File: config.mk
export PLATFORM = sky130hd
export DESIGN_NAME = exec_cc_64
export DESIGN_NICKNAME = d
export VERILOG_FILES = /design/src/rtl/exec_cc_64.sv
export SDC_FILE = /design/constraint.sdc
export NUM_CORES = 1
export LEC_CHECK = 0
export ABC_CLOCK_PERIOD_IN_PS = 1900
export BUFFER_PORTS_ARGS = -buffer_cell sky130_fd_sc_hd__buf_2
export CAP_MARGIN = 20
export CORE_UTILIZATION = 48
export CTS_BUF_LIST = sky130_fd_sc_hd__clkbuf_8
export DETAILED_ROUTE_END_ITERATION = 10
export PLACE_DENSITY = 0.9
export SYNTH_ARGS = -nofsm -noshare
export SYNTH_HDL_FRONTEND = slang
export SYNTH_SLANG_ARGS = --single-unit
File: constraint.sdc
create_clock -name clk -period 1.9 [get_ports clk]
set_input_delay 0.38 -clock clk [delete_from_list [all_inputs] [get_ports clk]]
set_output_delay 0.38 -clock clk [all_outputs]
set_load 0.01 [all_outputs]
File: src/rtl/exec_cc_64.sv
// exec_cc_64: Y86-64 execute-stage condition codes, Cnd evaluation and E/M pipeline register
module exec_cc_64 #(
  parameter int W = 64,
  parameter logic [3:0] RNONE = 4'hF,
  parameter logic [3:0] INOP = 4'h1
) (
  input  logic         clk,
  input  logic         rst_n,
  input  logic         e_valid,
  input  logic [3:0]   e_icode,
  input  logic [3:0]   e_ifun,
  input  logic [W-1:0] alu_result,
  input  logic         alu_overflow,
  input  logic         set_cc,
  input  logic         cancel_cc,
  input  logic [W-1:0] e_valA,
  input  logic [3:0]   e_dstE,
  input  logic         m_stall,
  input  logic         m_bubble,
  output logic         zf,
  output logic         sf,
  output logic         of,
  output logic         e_cnd,
  output logic         m_valid,
  output logic [3:0]   m_icode,
  output logic         m_cnd,
  output logic [W-1:0] m_valE,
  output logic [W-1:0] m_valA,
  output logic [3:0]   m_dstE
);
  logic zf_q, sf_q, of_q, zf_d, sf_d, of_d;
  logic m_valid_q, m_valid_d, m_cnd_q, m_cnd_d;
  logic [3:0] m_icode_q, m_icode_d, m_dste_q, m_dste_d;
  logic [W-1:0] m_vale_q, m_vale_d, m_vala_q, m_vala_d;
  logic cc_we, lt;
  logic [3:0] dste_g;
  always_comb begin
    cc_we = e_valid & set_cc & ~cancel_cc & ~m_stall;
    lt = sf_q ^ of_q;
    e_cnd = (e_ifun == 4'd0) ? 1'b1 :
            (e_ifun == 4'd1) ? (lt | zf_q) :
            (e_ifun == 4'd2) ? lt :
            (e_ifun == 4'd3) ? zf_q :
            (e_ifun == 4'd4) ? ~zf_q :
            (e_ifun == 4'd5) ? ~lt :
            (e_ifun == 4'd6) ? (~lt & ~zf_q) : 1'b0;
    // a not-taken cmov must not write its destination
    dste_g = (e_icode == 4'h2 && !e_cnd) ? RNONE : e_dstE;
    zf_d = cc_we ? (alu_result == '0) : zf_q;
    sf_d = cc_we ? alu_result[W-1] : sf_q;
    of_d = cc_we ? alu_overflow : of_q;
    m_valid_d = m_stall ? m_valid_q : m_bubble ? 1'b0 : e_valid;
    m_icode_d = m_stall ? m_icode_q : m_bubble ? INOP : e_icode;
    m_cnd_d = m_stall ? m_cnd_q : m_bubble ? 1'b0 : e_cnd;
    m_vale_d = m_stall ? m_vale_q : m_bubble ? '0 : alu_result;
    m_vala_d = m_stall ? m_vala_q : m_bubble ? '0 : e_valA;
    m_dste_d = m_stall ? m_dste_q : m_bubble ? RNONE : dste_g;
  end
  always_ff @(posedge clk or negedge rst_n) begin
    if (!rst_n) begin
      zf_q <= 1'b1;
      sf_q <= 1'b0;
      of_q <= 1'b0;
      m_valid_q <= 1'b0;
      m_icode_q <= INOP;
      m_cnd_q <= 1'b0;
      m_vale_q <= '0;
      m_vala_q <= '0;
      m_dste_q <= RNONE;
    end else begin
      zf_q <= zf_d;
      sf_q <= sf_d;
      of_q <= of_d;
      m_valid_q <= m_valid_d;
      m_icode_q <= m_icode_d;
      m_cnd_q <= m_cnd_d;
      m_vale_q <= m_vale_d;
      m_vala_q <= m_vala_d;
      m_dste_q <= m_dste_d;
    end
  end
  assign zf = zf_q;
  assign sf = sf_q;
  assign of = of_q;
  assign m_valid = m_valid_q;
  assign m_icode = m_icode_q;
  assign m_cnd = m_cnd_q;
  assign m_valE = m_vale_q;
  assign m_valA = m_vala_q;
  assign m_dstE = m_dste_q;
endmodule
==> flow_metrics.tcl <==
set metrics [dict create \
    postRouteAntennaNets 0 \
    tightestPinTransition_ns 0.6299 \
    gp_congestion 0.8077 \
    drt_first_pass_iters 5 \
    dp.cells 1071 \
    cp.arrival_ns 1.76 \
    max_cap_violations 0 \
    status "finished, violations left" \
    fin_skew_ns 0.003749 \
    crit_slowest_cell "dfrtp_1" \
    end_kind "primary output" \
    leakage_nw 4.193 \
    maxSlewHeadroom 0.5800 \
    die_area_sq_mm 0.01315 \
    clk_pin_slew_worst_paths_ns 0.08 \
    drt_iter0_markers 478 \
    placementRows 40 \
    hold_viol 0 \
    regToRegSetupSlack_ns 0.48 \
    period_needed_ns 2.144 \
    critical_path_buf_inv_count 2 \
    rsz0062_at_grt "yes" \
    startpoint_type "flip-flop" \
    min_from "e_valA[27]" \
    insertion_delay_ns 0.44 \
    via_per_inst 5.033 \
    grt_overflow 0 \
    syn_nets 790 \
    cts_tree "built" \
    crit_path_max_incr_delay_ns 0.41 \
    routedWlPerCell_microns 15.25 \
    tns_ns -0.2436 \
    yosysWarningCount 0 \
    grt_pass1_vias 5328 \
    fin_nets 1074 \
    path_delay_family "flip-flops" \
    routed.top_layer "met5" \
    floorplan.initialDensity 0.4991 \
    fin_util 0.6728 \
    mappedNetlistArea_sq_mm 0.006095 \
    power.density_mw_per_mm2 828.9 \
    max_freq_mhz 466.5 \
    ir_drop_mv 0.4635 \
    yosys.cell_types.count 33 \
    htreeDepth 4 \
    diodes 0 \
    layout-drive-gt1-share 0.3770 \
    met1Wirelength_microns 6635 \
    synth-seq-area-share 0.5802 \
    routed_wl_microns 16890 \
    antenna_found_initial 1 \
    clock-root-buffer "clkbuf_8" \
    ios 290 \
    avgSynthCellArea_sq_um 9.493 \
    dp.final_hpwl_microns 12200 \
    post-place-ws_ns -0.03580 \
    register_area_sq_mm 0.003536 \
    r2r_start "of$_DFFE_PN0P_" \
    multiInputGateArea_sq_mm 0.002391 \
    cts_buffer_depth 2 \
    fillers 990 \
    die_w_microns 114.7 \
    grt_pass1_wl_microns 25570 \
    finalCritPeriodShare 1.128 \
    layout_common_cells "buf_2, nand2_1, dfrtp_1, o21ai_0, nand2b_1" \
    fin_ws_ns -0.2436 \
    core_area_sq_mm 0.01221 \
    rr_endpoint "m_cnd$_DFFE_PN0N_" \
    drc 0 \
    fin_cells 1107 \
    syn_inst 642 \
    finalMaxSlewViolations 0 \
    path_cells "xor2_2 > buf_4 > o221ai_2 > nand2_1 > and2_1 > buf_2" \
    area_delta_synth_final_pct 34.82 \
    cts.sinks 141 \
    routed-via-count 5571 \
    violations "negative setup slack" \
    met2_length_microns 8556 \
    placed_cell_area_sq_mm 0.007785 \
    numPortBuffers 289 \
    reg2reg_depth 5 \
    crit_fanout 2 \
    grt_usage 0.2579 \
    final_common_cell "buf_2" \
    final-setup-viol-count 1 \
    min_delay_path_depth 2 \
    worstSetupPathType "flip-flop to primary output" \
    finish.instance_area_sq_mm 0.008217 \
    ys_ff_latch 141 \
    hp-class "primary input to flip-flop" \
    grt_max_degree 154 \
    required_ns 1.52 \
    wl_met3_microns 1291 \
    min_to "m_valA[27]$_DFFE_PN0N_" \
    numCtsBuffers 17 \
    die_y_microns 114.7 \
]
-- layer usage --
layer  track usage  up-vias
met5             0        -
met4        0.1117        2
met3       0.08947       39
met2        0.4347      255
met1        0.2983     2594
li1              -     2681
-- registers in the layout, indices dropped and copies added, names as in the netlist --
signal   count
m_valE      64
m_icode      4
m_valid      1
m_cnd        1
m_valA      64
of           1
sf           1
m_dstE       4
zf           1
-- where the power goes --
| group | leakage (nW) | switching [W] | internal, W |
|---|---|---|---|
| clock network | 0.212 | 0.00106 | 0.00118 |
| logic | 2.16 | 0.000651 | 0.000528 |
| registers | 1.82 | 0.000137 | 0.00325 |
| total | 4.19 | 0.00185 | 0.00496 |
-- logic make-up (layout without fill, tap and decap cells) --
family          Yosys count  after routing  synth area share
compound gates          149            149            0.1277
xor+xnor                  1              1          0.001437
buf+inv                  48            345           0.03161
flops                   141            141            0.5802
mux                       3              3          0.005543
simple gates            300            300            0.2535
-- final cells by class --
| cell class | count | area share |
|---|---|---|
| sequential | 141 | 0.4303 |
| multi-input combinational | 453 | 0.2910 |
| timing repair buffer | 310 | 0.2062 |
| clock buffer | 22 | 0.03685 |
| tap | 168 | 0.02558 |
| clock inverter | 10 | 0.008680 |
| inverter | 3 | 0.001370 |
-- worst max path at each step --
stage | startpoint | end | slack [ns] | cells past startpoint
2_1_floorplan | of$_DFFE_PN0P_ | e_cnd | 0.15 | 4
3_3_place_gp | alu_result[13] | zf$_DFFE_PN1P_ | -0.11 | 6
3_5_place_dp | alu_result[13] | zf$_DFFE_PN1P_ | -0.04 | 6
4_1_cts | sf$_DFFE_PN0P_ | e_cnd | -0.32 | 5
5_1_grt | of$_DFFE_PN0P_ | e_cnd | -0.35 | 6
6_report | of$_DFFE_PN0P_ | e_cnd | -0.24 | 6
-- cell usage after synthesis --
library cell	count	area share
mux2_2	2	0.0037
dfrtp_1	135	0.55
mux2_1	1	0.0018
or2b_1	3	0.0037
or4_1	1	0.0012
o221ai_1	1	0.0014
a32o_1	1	0.0016
nor4_1	15	0.015
nor2_1	3	0.0018
xor2_1	1	0.0014
o22ai_1	4	0.0041
clkbuf_8	1	0.0023
dfstp_2	6	0.026
and2_1	1	0.0010
a22o_1	2	0.0029
or2_2	1	0.0010
clkbuf_1	37	0.023
nor4_2	1	0.0021
nand4_1	3	0.0031
nand3_1	1	0.00082
nor4b_1	1	0.0014
inv_1	3	0.0018
nand2b_1	128	0.13
nand2_1	136	0.084
or3_1	4	0.0041
a21oi_2	1	0.0014
nor2b_1	1	0.0010
buf_1	5	0.0031
nor3_2	1	0.0016
buf_2	2	0.0016
o21ai_0	131	0.11
o22ai_2	1	0.0021
a21oi_1	8	0.0066
-- worst register-to-register path, cell delays in order (launching register included) --
cell and delay [ns]:
dfrtp_1 0.41, xor2_2 0.20, mux2_4 0.33, a21oi_4 0.13
buf_4 0.15, a32o_1 0.15
-- through the flow --
step	power (W)	hold slack, ns
6_report	0.006811	0.1501
5_1_grt	0.007145	0.1146
4_1_cts	0.006848	0.1138
3_5_place_dp	0.004567	0.2914
3_3_place_gp	0.004529	0.2958
2_1_floorplan	0.003930	0.08441
-- timing repair --
action                                  CTS  global route
buffers inserted                          1             2
endpoints found under the setup margin    1             1
gates cloned                              0             0
hold buffers                              1             0
hold endpoints to repair                 30             0
resized for setup                         2             3
pin swaps                                 2             3
(Power assumes the default switching activity.)
